### src/rtl/meas_wr_arbiter.sv
// meas_wr_arbiter: collects single-cycle result pulses from NUM_CH measure
// channels into per-channel FIFOs and forwards them one word per cycle to the
// register-file write port in round-robin order. Drops only on FIFO overflow,
// which raises a sticky per-channel flag.
module meas_wr_arbiter #(
  parameter int NUM_CH     = 5,
  parameter int DATA_WIDTH = 64,
  parameter int DEPTH      = 2,
  localparam int CH_W      = (NUM_CH > 1) ? $clog2(NUM_CH) : 1
) (
  input  logic                         clk_i,
  input  logic                         rst_i,
  input  logic [NUM_CH-1:0]            raw_wr_en_i,
  input  logic [NUM_CH*DATA_WIDTH-1:0] raw_wr_data_i,
  input  logic                         reg_wr_rdy_i,
  output logic                         reg_wr_en_o,
  output logic [DATA_WIDTH-1:0]        reg_wr_data_o,
  output logic [CH_W-1:0]              reg_wr_ch_o,
  output logic [NUM_CH-1:0]            ovf_o,
  input  logic                         ovf_clr_i
);

  localparam int PTR_W = $clog2(DEPTH);
  localparam int CNT_W = PTR_W + 1;

  // Per-channel FIFO status and handshakes.
  logic [NUM_CH-1:0]            not_empty;
  logic [NUM_CH-1:0]            push;
  logic [NUM_CH-1:0]            pop;
  logic [NUM_CH-1:0]            drop;
  logic [NUM_CH*DATA_WIDTH-1:0] head_flat;

  // Arbitration result of the current cycle (stage p0); the output
  // registers form the next stage.
  logic                  grant_vld_p0;
  logic [CH_W-1:0]       grant_ch_p0;
  logic [DATA_WIDTH-1:0] grant_data_p0;

  logic [CH_W-1:0] rr_ptr;

  // Round-robin successor of a granted channel, wrapping at NUM_CH.
  function automatic logic [CH_W-1:0] rr_after(input logic [CH_W-1:0] ch);
    if (ch == CH_W'(NUM_CH - 1)) begin
      return '0;
    end else begin
      return ch + 1'b1;
    end
  endfunction

  // ---------------------------------------------------------------------
  // Stage p0 input side: one FIFO per channel
  // ---------------------------------------------------------------------
  for (genvar i = 0; i < NUM_CH; i++) begin : gen_ch
    logic [DATA_WIDTH-1:0] mem [DEPTH];
    logic [PTR_W-1:0]      wr_ptr;
    logic [PTR_W-1:0]      rd_ptr;
    logic [CNT_W-1:0]      count;
    logic                  full;

    assign full         = (count == CNT_W'(DEPTH));
    assign not_empty[i] = (count != '0);
    assign pop[i]       = grant_vld_p0 && (grant_ch_p0 == CH_W'(i));
    // A full FIFO still accepts a push when its head leaves in the same cycle.
    assign push[i]      = raw_wr_en_i[i] && (!full || pop[i]);
    assign drop[i]      = raw_wr_en_i[i] && full && !pop[i];
    assign head_flat[i*DATA_WIDTH +: DATA_WIDTH] = mem[rd_ptr];

    // Pointer and occupancy bookkeeping; reset discards all stored words.
    always_ff @(posedge clk_i or posedge rst_i) begin
      if (rst_i) begin
        wr_ptr <= '0;
        rd_ptr <= '0;
        count  <= '0;
      end else begin
        if (push[i]) begin
          wr_ptr <= wr_ptr + 1'b1;
        end
        if (pop[i]) begin
          rd_ptr <= rd_ptr + 1'b1;
        end
        case ({push[i], pop[i]})
          2'b10:   count <= count + 1'b1;
          2'b01:   count <= count - 1'b1;
          default: count <= count;
        endcase
      end
    end

    // Word storage; contents are don't-care while the slot is empty.
    always_ff @(posedge clk_i) begin
      if (push[i]) begin
        mem[wr_ptr] <= raw_wr_data_i[i*DATA_WIDTH +: DATA_WIDTH];
      end
    end
  end

  // ---------------------------------------------------------------------
  // Stage p0 arbitration: first non-empty channel at or above rr_ptr,
  // otherwise the lowest non-empty channel (wrap-around)
  // ---------------------------------------------------------------------
  logic            hi_found;
  logic            lo_found;
  logic [CH_W-1:0] hi_ch;
  logic [CH_W-1:0] lo_ch;

  // Round-robin search, scanned downward so the lowest match wins.
  always_comb begin
    hi_found     = 1'b0;
    lo_found     = 1'b0;
    hi_ch        = '0;
    lo_ch        = '0;
    for (int i = NUM_CH - 1; i >= 0; i--) begin
      if (not_empty[i]) begin
        lo_found = 1'b1;
        lo_ch    = CH_W'(i);
        if (CH_W'(i) >= rr_ptr) begin
          hi_found = 1'b1;
          hi_ch    = CH_W'(i);
        end
      end
    end
    grant_vld_p0 = reg_wr_rdy_i && lo_found;
    grant_ch_p0  = hi_found ? hi_ch : lo_ch;
  end

  // Head word of the granted channel.
  always_comb begin
    grant_data_p0 = '0;
    for (int i = 0; i < NUM_CH; i++) begin
      if (grant_ch_p0 == CH_W'(i)) begin
        grant_data_p0 = head_flat[i*DATA_WIDTH +: DATA_WIDTH];
      end
    end
  end

  // ---------------------------------------------------------------------
  // Stage p1: registered write port and round-robin pointer
  // ---------------------------------------------------------------------
  // Data and channel hold their last value when no grant is made.
  always_ff @(posedge clk_i or posedge rst_i) begin
    if (rst_i) begin
      reg_wr_en_o   <= 1'b0;
      reg_wr_data_o <= '0;
      reg_wr_ch_o   <= '0;
      rr_ptr        <= '0;
    end else begin
      reg_wr_en_o <= grant_vld_p0;
      if (grant_vld_p0) begin
        reg_wr_data_o <= grant_data_p0;
        reg_wr_ch_o   <= grant_ch_p0;
        rr_ptr        <= rr_after(grant_ch_p0);
      end
    end
  end

  // Sticky overflow flags; a drop in the clearing cycle keeps its bit set.
  always_ff @(posedge clk_i or posedge rst_i) begin
    if (rst_i) begin
      ovf_o <= '0;
    end else begin
      ovf_o <= (ovf_clr_i ? '0 : ovf_o) | drop;
    end
  end

endmodule
### config.mk
export PLATFORM = sky130hd
export DESIGN_NAME = meas_wr_arbiter
export DESIGN_NICKNAME = d
export VERILOG_FILES = /design/src/rtl/meas_wr_arbiter.sv
export SDC_FILE = /design/constraint.sdc
export NUM_CORES = 1
export LEC_CHECK = 0
export BUFFER_PORTS_ARGS = -buffer_cell sky130_fd_sc_hd__buf_2
export CAP_MARGIN = 40
export CORE_MARGIN = 2
export CORE_UTILIZATION = 62
export DETAILED_ROUTE_END_ITERATION = 12
export MAX_ROUTING_LAYER = met4
export PLACE_DENSITY_LB_ADDON = 0.08
export SYNTH_ARGS = -nofsm -noshare
export SYNTH_HDL_FRONTEND = slang
export SYNTH_SLANG_ARGS = --single-unit
### constraint.sdc
create_clock -name clk_i -period 14.8 [get_ports clk_i]
set_input_delay 0.74 -clock clk_i [delete_from_list [all_inputs] [get_ports clk_i]]
set_output_delay 0.74 -clock clk_i [all_outputs]
set_load 0.02 [all_outputs]
==> Word level (Yosys, flattened, before mapping) <==
Memory sizes are Yosys's and may differ from the RTL's.
Index checks and enable logic that the tools add are counted.
{ "totals": {"n_memories": 5, "in_bits": 329, "ramBits": 640, "reg_bits": 96} }
{ "memory_table": {"columns": ["memory", "depth", "width", "read_ports", "rd_clocked_by_memory_dff", "write_ports", "line_no", "rtl"], "rows": [
  ["gen_ch[0].mem", 2, 64, 1, 0, 1, "54", "logic [DATA_WIDTH-1:0] mem [DEPTH];"],
  ["gen_ch[1].mem", 2, 64, 1, 0, 1, "54", null],
  ["gen_ch[2].mem", 2, 64, 1, 0, 1, "54", null],
  ["gen_ch[3].mem", 2, 64, 1, 0, 1, "54", null],
  ["gen_ch[4].mem", 2, 64, 1, 0, 1, "54", null]
]} }
{ "op_classes": {"eq_ne": 19, "n_lt_le_gt_ge": 5, "bitwise_logic": 1, "muxes": 53, "add_sub_neg": 21, "reduce_logical": 47} }
{ "op_table": {"columns": ["op", "n"], "rows": [
  ["64-bit 2-to-1 mux", 5],
  ["3-bit 2-to-1 mux", 17],
  ["1-bit 2-to-1 mux", 25],
  ["1-bit logical AND", 21],
  ["2-bit == test, second input constant", 10],
  ["2-bit one-hot mux with 2 select lines", 5],
  ["2-bit nonzero test", 10],
  ["1-bit adder, second input constant", 10],
  ["2-bit by 1-bit adder with 2-bit output, second input constant", 5],
  ["2-bit by 1-bit == test with 1-bit output, second input constant", 5],
  ["1-bit logical NOT", 10],
  ["2-bit by 1-bit subtractor with 2-bit output, second input constant", 5],
  ["3-bit by 2-bit == test with 1-bit output, second input constant", 2],
  ["1-bit by 3-bit greater-or-equal comparator with 1-bit output, first input constant", 2],
  ["2-bit by 3-bit greater-or-equal comparator with 1-bit output, first input constant", 2],
  ["1-bit logical OR", 5],
  ["5-bit 2-to-1 mux", 1],
  ["5-bit OR", 1],
  ["3-bit by 1-bit adder with 3-bit output, second input constant", 1],
  ["3-bit by 1-bit == test with 1-bit output, second input constant", 1],
  ["3-bit == test, second input constant", 1],
  ["3-bit greater-or-equal comparator, first input constant", 1],
  ["3-bit logical NOT", 1]
]} }

==> Longest topological paths before layout <==
Gate-level depths: netlist (run 1).
{ "logic_depth": {"depth_word": 18, "ltp_mapped": 15, "mapped_depth_nobuf": 14} }

==> Worst setup path after synthesis (run 1) <==
OpenSTA, ideal clock, no wires.
{ "synth_path": {"path_kind": "reg2reg", "from": "register rr_ptr[1]", "to": "memory gen_ch[1].mem[0][0], enable pin", "arrival_time_ns": 8.333, "path_buffers": 2, "setup_slack_ns": 5.804, "path_stages_with_launch": 10, "t_required_ns": 14.137, "cell_sequence": "dfrtp_1 buf_2 o21a_1 o21ai_0 nor4_1 o21ai_0 ha_1 clkbuf_1 nand2_1 o41ai_1"} }
{ "synth_via": {"elab_chain_len": 18} }
{ "synth_lines": {"columns": ["item", "line_no", "rtl"], "rows": [
  ["from (decl)", "39", "logic [CH_W-1:0] rr_ptr;"],
  ["from (signal assigned)", "151", "rr_ptr <= rr_after(grant_ch_p0);"],
  ["3-bit greater-or-equal comparator", "116", "if (CH_W'(i) >= rr_ptr) begin"],
  ["1-bit 2-to-1 mux or 3-bit 2-to-1 mux (tied branches)", "116", null],
  ["1-bit 2-to-1 mux or 3-bit 2-to-1 mux (tied branches)", "113", "if (not_empty[i]) begin"],
  ["1-bit 2-to-1 mux or 3-bit 2-to-1 mux (tied branches)", "116", null],
  ["1-bit 2-to-1 mux or 3-bit 2-to-1 mux (tied branches)", "113", null],
  ["1-bit 2-to-1 mux or 3-bit 2-to-1 mux (tied branches)", "116", null],
  ["1-bit 2-to-1 mux or 3-bit 2-to-1 mux (tied branches)", "113", null],
  ["1-bit 2-to-1 mux or 3-bit 2-to-1 mux (tied branches)", "116", null],
  ["(+2 left out)", null, null],
  ["1-bit 2-to-1 mux or 3-bit 2-to-1 mux (tied branches)", "113", null],
  ["3-bit 2-to-1 mux *", "123", "grant_ch_p0 = hi_found ? hi_ch : lo_ch;"],
  ["3-bit by 1-bit == test with 1-bit output *", "62", "assign pop[i] = grant_vld_p0 && (grant_ch_p0 == CH_W'(i));"],
  ["1-bit logical AND *", "62", null],
  ["1-bit logical OR *", "64", "assign push[i] = raw_wr_en_i[i] && (!full || pop[i]);"],
  ["1-bit logical AND *", "64", null],
  ["1-bit 2-to-1 mux *", "91", "if (push[i]) begin"],
  ["1-bit 2-to-1 mux (not written as such) *", "92", "mem[wr_ptr] <= raw_wr_data_i[i*DATA_WIDTH +: DATA_WIDTH];"],
  ["to (decl)", "54", null]
]} }
Every way passes the cells marked *; elsewhere a longest branch is shown, timed or not.

==> Worst setup path after layout (run 1) <==
{ "layout_path": {"from": "register rr_ptr[0]", "to": "memory gen_ch[4].mem[1][18], enable pin"} }
{ "layout_via": {"elab_chain_len": 18} }
{ "layout_lines": {"columns": ["item", "line_no", "rtl"], "rows": [
  ["3-bit greater-or-equal comparator", "116", null],
  ["1-bit 2-to-1 mux or 3-bit 2-to-1 mux (tied branches)", "116", null],
  ["1-bit 2-to-1 mux or 3-bit 2-to-1 mux (tied branches)", "113", null],
  ["1-bit 2-to-1 mux or 3-bit 2-to-1 mux (tied branches)", "116", null],
  ["1-bit 2-to-1 mux or 3-bit 2-to-1 mux (tied branches)", "113", null],
  ["1-bit 2-to-1 mux or 3-bit 2-to-1 mux (tied branches)", "116", null],
  ["1-bit 2-to-1 mux or 3-bit 2-to-1 mux (tied branches)", "113", null],
  ["1-bit 2-to-1 mux or 3-bit 2-to-1 mux (tied branches)", "116", null],
  ["(+3 left out)", null, null],
  ["3-bit 2-to-1 mux *", "123", null],
  ["3-bit == test *", "62", null],
  ["1-bit logical AND *", "62", null],
  ["via pop[4]", "29", "logic [NUM_CH-1:0] pop;"],
  ["1-bit logical OR *", "64", null],
  ["1-bit logical AND *", "64", null],
  ["1-bit 2-to-1 mux *", "91", null],
  ["1-bit 2-to-1 mux (not written as such) *", "92", null],
  ["to (decl)", "54", null]
]} }
The timed path passes the listed nets; every way through them passes the cells marked *.

==> metrics.yaml, run 1 <==
status:
  status: "finished clean"
clocking:
  worst_skew_pair.late_latency_ns: 0.60
  htreeDepth: 3
  path_clk_slew_ns: 0.06
  cts_sinks: 736
  post_cts_resized: 0
  cts_root_buf: "clkbuf_16"
  cts-buffers-inserted: 73
  cts_tree: "done"
  max-clock-path-buffers: 3
  ctsHoldBuffers: 0
  post_cts_buffers: 0
synth:
  syn_nets: 2041
  muxShareOfSynthArea_pct: 11.9
  synth_top_family_by_area: "multiplexers"
  ys_seq_elements: 736
  netlist_instances: 1702
  synth-simple-area-share_pct: 1.87
  mappedNetlistArea_sq_um: 28900
  synth_flop_cell: "edfxtp_1"
  synth_top_cell_area_share_pct: 66.6
  ys_warn_count: 0
  synth_edf_count: 640
  synth_cell_types: 52
  avgSynthCellArea_sq_um: 17.0
  yosysTopAreaCell: "edfxtp_1"
  yosys.area_share.adder_pct: 0.433
  synth.area.top_cells: "edfxtp_1, dfrtp_1, mux2_2"
  synth_compound_gate_area_share_pct: 8.07
  seq_area_frac_synth_pct: 74.9
  synth-async-reset-ratio_pct: 13.0
  synth_xor_xnor_area_share_pct: 0.668
hold_path:
  min_path_type: "primary input to asynchronous set/reset pin"
timing:
  timing.fmax_ghz: 0.206
  post-route-min-period_ns: 4.86
  period_share_pct: 32.8
  finalSetupTns_ns: 0
  rsz0062_at_grt: "no"
  relSlewSlack_pct: 37.7
  slew_viol_final: 0
  finClkSkew_ns: 0.0214
  tightest_slew_ns: 0.924
  finalSetupViolations: 0
  final-hold-violation-count: 0
final_layout:
  fill_cells: 2834
  drive_gt1_share_pct: 35.3
  final_util_pct: 73.6
  area_growth_pct: 18.0
  nNetsFinal: 2432
floorplan:
  placementRows: 79
  fp.dieW_um: 220
  ios: 402
  fp.dieH_um: 220
  core_sq_um: 46300
  die-area_sq_um: 48300
  initial_utilization_pct: 62.4
global_route:
  grt-ovfl-total: 0
  grt_pass1_wl_um: 105000
  grt_pass1_vias: 17500
  grt_start_max_net_pins: 86
  track_usage_pct: 31.1
  antenna_found_initial: 31
power_and_ir_drop:
  p_per_area_nw_per_um2: 238
  ir_drop_uv: 218
  leakagePower_nw: 12.6
route:
  viasPerCell: 6.16
  initialDrtViolationCount: 1528
  dr.pass1.iters: 5
  vias: 17200
  drt_wl_total_um: 72300
  final_antenna_net_count: 0
  wl_per_cell_um: 25.9
  drc: 0
setup_path:
  cp_data_arrival_time_ns: 5.07
  critPathLaunch: "rr_ptr[0]"
  crit_type: "flop to flop"
  start_kind: "flop"
  cp-end-kind: "flop"
  rrSetupSlack_ns: 9.94
  rr_startpoint: "rr_ptr[0]"
  critPathMaxFanout: 44
  required_ns: 15.02
place:
  io_buffers: 401
  dp_hpwl_um: 46000
  gp_congestion: 0.842
job:
  maxCapViolations: 0
cell usage after synthesis, drive strengths merged, types with 2 or more instances:
cell type	number
a211o	2
a21oi	131
a221oi	65
a22o	2
a31oi	64
and3	3
buf	53
clkbuf	61
dfrtp	96
edfxtp	640
ha	10
inv	21
mux2	193
mux2i	127
nand2	14
nand2b	7
nand3	2
nand3b	3
nor2	80
nor3	3
nor4	4
o211a	4
o21ai	10
o21bai	2
o22ai	65
o311ai	3
o32ai	4
o41ai	3
xnor2	14
xor2	8
critical path: stages, from the launching register on:
cell and delay (ns):
dfrtp_1 0.45, o21a_1 0.21, o21ai_0 0.27, nor4_1 0.09, o21ai_0 0.74, ha_1 0.43, inv_1 0.11, nor2_1 0.22
o2111ai_4 0.15, inv_1 0.14, o21ai_1 0.22, nor2_4 0.64, buf_4 0.68
placed cells by master (no fill, tap or decap), types with 5 or more instances in the layout:
| master | instances |
|---|---|
| clkinv_1 | 9 |
| dfrtp_1 | 91 |
| diode_2 | 33 |
| nand2_1 | 13 |
| mux2i_1 | 127 |
| inv_1 | 17 |
| o22ai_1 | 65 |
| dfrtp_4 | 5 |
| clkbuf_16 | 77 |
| xor2_1 | 8 |
| mux2_2 | 193 |
| o21ai_0 | 7 |
| a21oi_1 | 130 |
| ha_1 | 8 |
| a31oi_1 | 64 |
| xnor2_1 | 14 |
| clkinv_2 | 10 |
| a221oi_1 | 65 |
| buf_4 | 21 |
| bufinv_16 | 5 |
| clkbuf_8 | 9 |
| nor2_1 | 77 |
| clkbuf_1 | 16 |
| buf_2 | 401 |
| edfxtp_1 | 640 |
| buf_16 | 5 |
| nand2b_1 | 7 |
final timing paths:
kind,to,cells past startpoint
min reg2reg,reg_wr_ch_o[0],2
min,reg_wr_data_o[48],2
max,gen_ch[4].mem[1][18],12
max in group asynchronous,gen_ch[1].rd_ptr,3
min in group clk_i,gen_ch[3].mem[0][12],1
max reg2reg,gen_ch[4].mem[1][18],12
area by class of cell:
type                       count  area, sq um  share of cell area [%]
multi-input combinational    831         6760                    19.9
clock inverter                25          246                   0.724
inverter                      21         87.6                   0.257
clock buffer                 102         2110                    6.20
timing repair buffer         430         2360                    6.94
tap                          607          759                    2.23
sequential                   736        21600                    63.6
antenna                       33         82.6                   0.243
power breakdown:
| group | internal, mW | total (mW) | switching (mW) |
|---|---|---|---|
| Combinational | 1.16 | 3.00 | 1.84 |
| Clock | 1.08 | 1.82 | 0.744 |
| Sequential | 2.96 | 3.29 | 0.328 |
metrics by stage:
step                      area, sq um  power [mW]  worst slack [ns]  instances  hold slack, ns
after detailed placement        31600        6.30             10.15       2625           0.491
after CTS                       34000        8.13             10.05       2752           0.216
final                           34000        8.11              9.94       2785           0.212
after global routing            34000        8.50              9.74       2783           0.263
after global placement          31400        6.16             10.24       2617           0.479
after floorplan                 28900        5.32              5.80       1702           0.461
sequential cells by signal (all words and copies together) (netlist names):
| name | count |
|---|---|
| gen_ch.wr_ptr | 5 |
| reg_wr_en_o | 1 |
| gen_ch.mem | 640 |
| gen_ch.rd_ptr | 5 |
| reg_wr_ch_o | 3 |
| ovf_o | 5 |
| rr_ptr | 3 |
| gen_ch.count | 10 |
| reg_wr_data_o | 64 |
per-layer routing:
metal  global-route usage [%]  up-vias  wire length [um]
met5                        -        -                 0
met4                     11.7        0              1920
met3                     6.92      111              6280
met2                     48.7      793             35900
met1                     40.1     8677             28200
li1                         -     7584                 -
kinds of logic after synthesis:
logic type                 after synthesis
muxes                                  320
adders and majority gates               10
AOI/OAI and AO/OA                      361
and+or+nand+nor                        118
buffers and inverters                  135
DFF                                    736
xor gates and xnor gates                22
(Power assumes the default switching activity.)
==> run 2: changes to the inputs <==
--- a/config.mk
+++ b/config.mk
@@ -5,10 +5,11 @@
 export SDC_FILE = /design/constraint.sdc
 export NUM_CORES = 1
 export LEC_CHECK = 0
+export ABC_AREA = 1
 export BUFFER_PORTS_ARGS = -buffer_cell sky130_fd_sc_hd__buf_2
 export CAP_MARGIN = 40
 export CORE_MARGIN = 2
-export CORE_UTILIZATION = 62
+export CORE_UTILIZATION = 52
 export DETAILED_ROUTE_END_ITERATION = 12
 export MAX_ROUTING_LAYER = met4
 export PLACE_DENSITY_LB_ADDON = 0.08
==> constraint.sdc (replaced) <==
create_clock -name clk_i -period 4.4 [get_ports clk_i]
set_input_delay 0.22 -clock clk_i [delete_from_list [all_inputs] [get_ports clk_i]]
set_output_delay 0.22 -clock clk_i [all_outputs]
set_load 0.02 [all_outputs]
==> run 2 against run 1 <==
  * Die area is 27% higher
  * Largest cell class unchanged
  * Power grew to 3.8 times the previous value
  * Sequential cell count stayed put
  * Core utilization is 6.3 points lower
  * Final cell count is 54% higher
  * Largest power group is now combinational cells
==> metrics.yaml, run 2 <==
clocking:
  cts_tree: "done"
  path_clk_slew_ns: 0.06  # about the same
  worst_skew_pair.late_latency_ns: 0.63  # +0.03 ns
  cts_sinks: 736  # unchanged
  htreeDepth: 3  # unchanged
  post_cts_buffers: 0  # unchanged
  cts-buffers-inserted: 78  # +6.8%
  cts_root_buf: "clkbuf_16"
  max-clock-path-buffers: 3  # unchanged
  post_cts_resized: 0  # unchanged
synth:
  mappedNetlistArea_sq_um: 30900  # +7.1%
  synth_edf_count: 640  # unchanged
  ys_warn_count: 0  # unchanged
  seq_area_frac_synth_pct: 69.9  # -5.0 points
  yosysMostFrequentCell: "nand2_1"
  synth.area.top_cells: "edfxtp_1, nand2_1, dfrtp_1"
  muxShareOfSynthArea_pct: 2.07  # -9.9 points
  synth_flop_cell: "edfxtp_1"
  synth_common_cells: "nand2_1, edfxtp_1, nor2_1, nand3_1, inv_1"
  synth_top_family_by_area: "simple AND/OR/NAND/NOR gates"
  synth-async-reset-ratio_pct: 13.0  # unchanged
  synth_compound_gate_area_share_pct: 4.52  # -3.6 points
  synth-simple-area-share_pct: 17.3  # +15 points
  synth_cell_types: 34  # -35%
  yosysTopAreaCell: "edfxtp_1"
  yosys.area_share.adder_pct: 0.405  # -0.029 points
  syn_nets: 3078  # +51%
  netlist_instances: 2739  # +61%
  synth_top_cell_area_share_pct: 62.1  # -4.4 points
  avgSynthCellArea_sq_um: 11.3  # -33%
  synth_xor_xnor_area_share_pct: 0.425  # -0.24 points
  ys_seq_elements: 736  # unchanged
timing:
  timing.fmax_ghz: 0.289  # +41%
  final-hold-violation-count: 0  # unchanged
  finalSetupTns_ns: 0  # unchanged
  slew_viol_final: 0  # unchanged
  finalSetupViolations: 0  # unchanged
  tightest_slew_ns: 0.844  # -0.0801 ns
  rsz0062_at_grt: "no"
  post-route-min-period_ns: 3.46  # -1.40 ns
  finClkSkew_ns: 0.0253  # +0.00381 ns
  period_share_pct: 78.5  # +46 points
  relSlewSlack_pct: 43.7  # +6.0 points
  holdWs_ns: 0.0829  # -0.129 ns
setup_path:
  cpPeakStageDelay_ns: 0.50  # -0.24 ns
  crit_top_cell: "nand2_1"
  rr_startpoint: "rr_ptr[0]"
  cp-endpoint: "gen_ch[0].mem[0][2]"
  crit_path_cell_trace: "o21ai_0, nand2_1, o221ai_1, a21oi_1, o211ai_1, nand2_1, inv_1, ha_2, a21boi_0, nand2_1, nand3_1, nand2_1, nor2_4, buf_12"
  required_ns: 4.66  # -10.36 ns
  critPathBufInv: 2  # -1
  rrSetupSlack_ns: 0.94  # -9.00 ns
  cp_data_arrival_time_ns: 3.72  # -1.35 ns
  critPathMaxFanout: 64  # +45%
  timing.rr.end: "gen_ch[0].mem[0][2]"
  crit_type: "flop to flop"
  cp-end-kind: "flop"
  crit_cells: 14  # +2
  critPathLaunch: "rr_ptr[0]"
  start_kind: "flop"
  crit_family: "simple AND/OR/NAND/NOR gates"
  cp_slowest_cell: "ha_2"
  r2r_cells: 14  # +2
power_and_ir_drop:
  leakagePower_nw: 16.8  # +34%
  total_power_mw: 30.7  # +280%
  p_per_area_nw_per_um2: 774  # +230%
  ir_drop_uv: 593  # +170%
final_layout:
  largest_register: "gen_ch.mem"
  fill_cells: 4353  # +54%
  final_util_pct: 67.3  # -6.3 points
  layout_commonest_cell: "nand2_1"
  reg_top3: "gen_ch.mem x640, reg_wr_data_o x64, gen_ch.count x10"
  seq_area_sq_um: 21600  # about the same
  stdcell_count: 4277  # +54%
  drive_gt1_share_pct: 18.8  # -17 points
  nNetsFinal: 3769  # +55%
  largest_reg_flops: 640  # unchanged
  area_growth_pct: 28.2
  final_cell_mix: "nand2_1, edfxtp_1, buf_2, dlygate4sd3_1, nor2_1"
  multi_input_area_sq_um: 7750  # +15%
route:
  drc: 0  # unchanged
  drt_wl_total_um: 88500  # +22%
  viasPerCell: 5.30  # -14%
  initialDrtViolationCount: 1717  # +12%
  wl_per_cell_um: 20.7  # -20%
  vias: 22700  # +32%
  dr.pass1.iters: 6  # +1
  final_antenna_net_count: 0  # unchanged
floorplan:
  fp.dieW_um: 248  # +13%
  placementRows: 89  # +13%
  fp.dieH_um: 248  # +13%
  core_sq_um: 58900  # +27%
  die-area_sq_um: 61400  # +27%
  initial_utilization_pct: 52.5  # -9.9 points
  ios: 402  # unchanged
job:
  maxCapViolations: 0  # unchanged
global_route:
  grt_util_met1_pct: 34.8  # -5.3 points
  use_met3_pct: 4.51  # -2.4 points
  grt-ovfl-total: 0  # unchanged
  grt_start_max_net_pins: 138  # +60%
  grtUsageMet2_pct: 50.4  # +1.6 points
  grt_pass1_vias: 22400  # +28%
  grt_pass1_wl_um: 131000  # +25%
  antenna_found_initial: 12  # -61%
  busiest_layer: "met2"
  track_usage_pct: 29.8  # -1.2 points
place:
  gp_congestion: 0.872  # +3.6%
  placed_cells: 3794  # +45%
  io_buffers: 401  # unchanged
  dp_hpwl_um: 55600  # +21%
status:
  status: "finished clean"
hold_path:
  min_path_type: "primary input to flop"
==> run 2: cell types whose count changed in the layout (fill, tap and decap cells not counted), sizes merged, moves of 136 or more <==
| cell | before | now |
|---|---|---|
| inv | 22 | 218 |
| dlygate4sd3 | 0 | 329 |
| mux2 | 193 | 0 |
| nor2 | 80 | 216 |
| nand3 | 2 | 205 |
| nand2 | 14 | 810 |
==> run 2: repair_timing <==
item	in CTS	in global routing
setup endpoints to repair	0	0
endpoints found under the hold margin	713	0
hold buffers	329	0
==> run 2: kinds of logic after synthesis <==
kind of cell             count (synthesis)
AND/OR/NAND/NOR                       1295
AO/OA/AOI/OAI                          226
flip-flops                             736
XOR/XNOR                                15
adder cells (fa/ha/maj)                 10
buffers and inverters                  393
multiplexers                            64
==> run 2: area by class of cell <==
type	count	area share, %
multi-input cells	1610	19.6
flip-flops and latches	736	54.6
diodes	12	0.0757
clock inverters	40	1.11
repair buffers	771	14.8
clock buffers	102	5.28
inverters	233	2.22
well taps	773	2.44
==> run 2: how the worst min path moves through the flow <==
stage	from	endpoint	slack [ns]	cells after the start
after floorplan	ovf_clr_i	ovf_o[3]	0.32	1
after global placement	raw_wr_data_i[70]	gen_ch[1].mem[0][6]	0.41	1
after detailed placement	rst_i	reg_wr_data_o[46]	0.24	2
after CTS	reg_wr_rdy_i	reg_wr_en_o	0.03	2
after global routing	reg_wr_rdy_i	reg_wr_en_o	0.06	2
final	reg_wr_rdy_i	reg_wr_en_o	0.08	2
==> run 2: report_power, final <==
part | switching [mW] | internal, mW | leakage, nW
combinational | 9.79 | 3.85 | 8.46
sequential | 0.746 | 9.76 | 7.13
clock | 2.66 | 3.89 | 1.23
total | 13.2 | 17.5 | 16.8
==> run 2: per-layer routing <==
metal,up-vias,share of wire (%)
met5,-,0
met4,0,5.7
met3,203,5.6
met2,834,51
met1,10900,38
li1,10700,-
==> run 2: metrics by stage <==
step,setup WS (ns),cell area [sq um]
global placement,1.20,33700
CTS,1.00,39600
detailed placement,1.06,33800
finish,0.944,39600
global route,0.716,39600
floorplan,0.265,30900
==> run 3: changes to the inputs <==
--- a/config.mk
+++ b/config.mk
@@ -5,7 +5,7 @@
 export SDC_FILE = /design/constraint.sdc
 export NUM_CORES = 1
 export LEC_CHECK = 0
-export ABC_AREA = 1
+export ABC_AREA = 0
 export BUFFER_PORTS_ARGS = -buffer_cell sky130_fd_sc_hd__buf_2
 export CAP_MARGIN = 40
 export CORE_MARGIN = 2
==> constraint.sdc (replaced) <==
create_clock -name clk_i -period 2.8 [get_ports clk_i]
set_input_delay 0.14 -clock clk_i [delete_from_list [all_inputs] [get_ports clk_i]]
set_output_delay 0.14 -clock clk_i [all_outputs]
set_load 0.02 [all_outputs]
==> run 3 against run 2 <==
  * Power grew 53%
  * Die area is 6.6% lower
  * Core utilization is 3.9 points higher
  * Via count down 16%
  * Combinational power grew 48%
  * Non-clock buffer count rose by 75
  * Fmax rose by 25%
  * Count of clock-buffer cells in the layout increased by 7
  * Critical path depth decreased by 5
  * Hold slack better by 0.041 ns
  * Sequential cell count is the same
  * Highest routed layer unchanged
==> metrics.yaml, run 3 (synthesis gave the netlist of run 1 again) <==
status:
  status: "finished clean"
floorplan:
  initial_utilization_pct: 52.5  # about the same
  placementRows: 86  # -3.4%
  core_sq_um: 55000  # -6.7%
  ios: 402  # unchanged
  fp.dieH_um: 240  # -3.3%
  die-area_sq_um: 57400  # -6.6%
  fp.dieW_um: 240  # -3.3%
place:
  dp_hpwl_um: 51800  # -6.7%
  io_buffers: 401  # unchanged
  place_worst_setup_slack_ns: -0.0989  # -1.16 ns
  gp_congestion: 0.890  # +2.1%
clocking:
  htreeDepth: 3  # unchanged
  cts-buffers-inserted: 76  # -2.6%
  cts_root_buf: "clkbuf_16"
  path_clk_slew_ns: 0.06  # about the same
  max-clock-path-buffers: 3  # unchanged
  cts_tree: "done"
  cts_sinks: 736  # unchanged
  worst_skew_pair.late_latency_ns: 0.61  # -0.02 ns
final_layout:
  final_cell_mix: "edfxtp_1, buf_2, dlygate4sd3_1, mux2_2, a21oi_1"
  area_growth_pct: 35.6
  drive_gt1_share_pct: 35.1  # +16 points
  largest_register: "gen_ch.mem"
  nNetsFinal: 2851  # -24%
  reg_top3: "gen_ch.mem x640, reg_wr_data_o x64, gen_ch.count x10"
  largest_reg_flops: 640  # unchanged
  layout_commonest_cell: "edfxtp_1"
  fill_cells: 3615  # -17%
power_and_ir_drop:
  ir_drop_uv: 913  # +54%
  seqPwrFrac_pct: 36.3  # +2.1 points
  leakagePower_nw: 14.7  # -13%
  combPwrFrac_pct: 42.7  # -1.8 points
  total_power_mw: 47.0  # +53%
  p_sw_share_pct: 36.3  # -6.7 points
  p_per_area_nw_per_um2: 1200  # +55%
  p_clk_share_pct: 21.0  # -0.3 points
  power.internal_mw: 30.0  # +71%
  p_sw_mw: 17.1  # +29%
setup_path:
  critPathMaxFanout: 11  # -83%
  cpPeakStageDelay_ns: 0.57  # +0.07 ns
  cp-end-kind: "flop"
  required_ns: 3.33  # -1.33 ns
  crit_path_cell_trace: "buf_4, nor4_4, a22o_1, o211a_1, inv_4, buf_4, and3_4, o32ai_2, dlygate4sd3_1"
  start_kind: "flop"
  crit_family: "buffers and inverters"
  rrSetupSlack_ns: 0.03  # -0.91 ns
  crit_type: "flop to flop"
  timing.rr.end: "ovf_o[1]"
  r2r_cells: 9  # -5
  crit_top_cell: "buf_4"
  cp_data_arrival_time_ns: 3.30  # -0.42 ns
  rr_startpoint: "gen_ch[1].count[0]"
  cp_slowest_cell: "dlygate4sd3_1"
  critPathBufInv: 4  # +2
route:
  drt_wl_total_um: 84500  # -4.5%
  dr.pass1.iters: 5  # -1
  vias: 19000  # -16%
  drc: 0  # unchanged
  viasPerCell: 5.71  # +7.7%
  initialDrtViolationCount: 1744  # +1.6%
  wl_per_cell_um: 25.4  # +23%
  final_antenna_net_count: 0  # unchanged
timing:
  finalSetupViolations: 0  # unchanged
  slew_viol_final: 0  # unchanged
  fin_ws_ns: 0.0298  # -0.914 ns
  period_share_pct: 98.9  # +20 points
  post-route-min-period_ns: 2.77  # -0.686 ns
  timing.fmax_ghz: 0.361  # +25%
  finClkSkew_ns: 0.0179  # -0.00739 ns
  relSlewSlack_pct: 55.9  # +12 points
  tightest_slew_ns: 0.662  # -0.182 ns
  final-hold-violation-count: 0  # unchanged
global_route:
  antenna_found_initial: 10  # -2
  grt_pass1_vias: 19800  # -12%
  track_usage_pct: 29.7  # -0.19 points
  grt_pass1_wl_um: 121000  # -8.2%
  grt-ovfl-total: 0  # unchanged
  grt_start_max_net_pins: 65  # -53%
hold_path:
  hold_depth: 3  # +1
  min_path_type: "primary input to flop"
  hold_start: "reg_wr_rdy_i"
  hold_end: "reg_wr_ch_o[0]"
job:
  maxCapViolations: 0  # unchanged
## run 3: cell count changes in the layout (fill, tap and decap cells not counted), sizes merged, moves of 63 or more
cell | previous run | this run
mux2i | 64 | 127
buf | 442 | 507
inv | 218 | 21
a31oi | 0 | 64
o21ai | 141 | 10
a211oi | 64 | 1
nand2 | 810 | 14
a221oi | 0 | 65
nor2 | 216 | 80
mux2 | 0 | 193
nand3 | 205 | 2
a21oi | 14 | 131
nand4 | 64 | 0
## run 3: worst max-delay path by stage
stage / start / to / slack (ns) / cells past startpoint
final: gen_ch[1].count[0] / ovf_o[1] / 0.03 / 9
after floorplan: rr_ptr[1] / gen_ch[1].mem[0][0] / -1.37 / 9
after CTS: gen_ch[3].count[0] / gen_ch[1].mem[0][17] / 0.004 / 10
after detailed placement: rr_ptr[1] / gen_ch[4].mem[0][63] / -0.1 / 12
after global routing: rr_ptr[0] / gen_ch[0].count[1] / -0.04 / 12
after global placement: rr_ptr[1] / gen_ch[4].mem[0][18] / -0.02 / 12
## run 3: worst min-delay path, cell delays in order
cell     delay (ns)
buf_2          0.14
nand2_2        0.26
o21ai_0        0.14
## run 3: final cells by class
cell class | count | area (sq um) | share of cell area (%)
sequential | 736 | 21600 | 55.3
clock inverter | 27 | 230 | 0.588
antenna | 11 | 27.5 | 0.0703
clock buffer | 109 | 2190 | 5.59
timing repair buffer | 846 | 6940 | 17.7
multi-input combinational | 831 | 7100 | 18.1
inverter | 21 | 87.6 | 0.224
tap | 748 | 936 | 2.39
## run 3: power groups by stage
stage               combinational, mW  clock [mW]  sequential (mW)
CTS                              18.7        9.95             17.1
global placement                 17.7           0             17.1
finish                           20.1        9.87             17.1
detailed placement               17.9           0             17.3
global route                     21.3        10.4             17.4
floorplan                        10.9           0             17.3
## run 3: metrics by stage
step           util [%]  hold WS, ns  TNS [ns]  cell area, sq um  instances
2_1_floorplan         -        0.230   -345.89             29100       1702
3_3_place_gp       59.4        0.267    -0.570             32700       2821
3_5_place_dp       59.4        0.261     -9.72             32700       2822
4_1_cts            70.1       0.0512         0             38500       3298
5_1_grt            71.2        0.118     -1.93             39200       3328
6_report           71.2        0.124         0             39200       3329
## run 3: what timing repair did
action | CTS | global route
gates resized for setup | 10 | 59
buffers inserted | 9 | 11
hold buffers | 329 | 0
pin swaps | 5 | 17
hold endpoints to repair | 688 | 0
cloned | 2 | 9
setup endpoints to repair | 228 | 586
## run 3: per-layer routing
metal / global-route usage (%) / vias to the layer above / share of wire [%]
li1: - / 8397 / -
met1: 38.5 / 9699 / 41
met2: 48.6 / 763 / 50
met3: 5.24 / 134 / 6.5
met4: 8.01 / 0 / 2.3
met5: - / - / 0
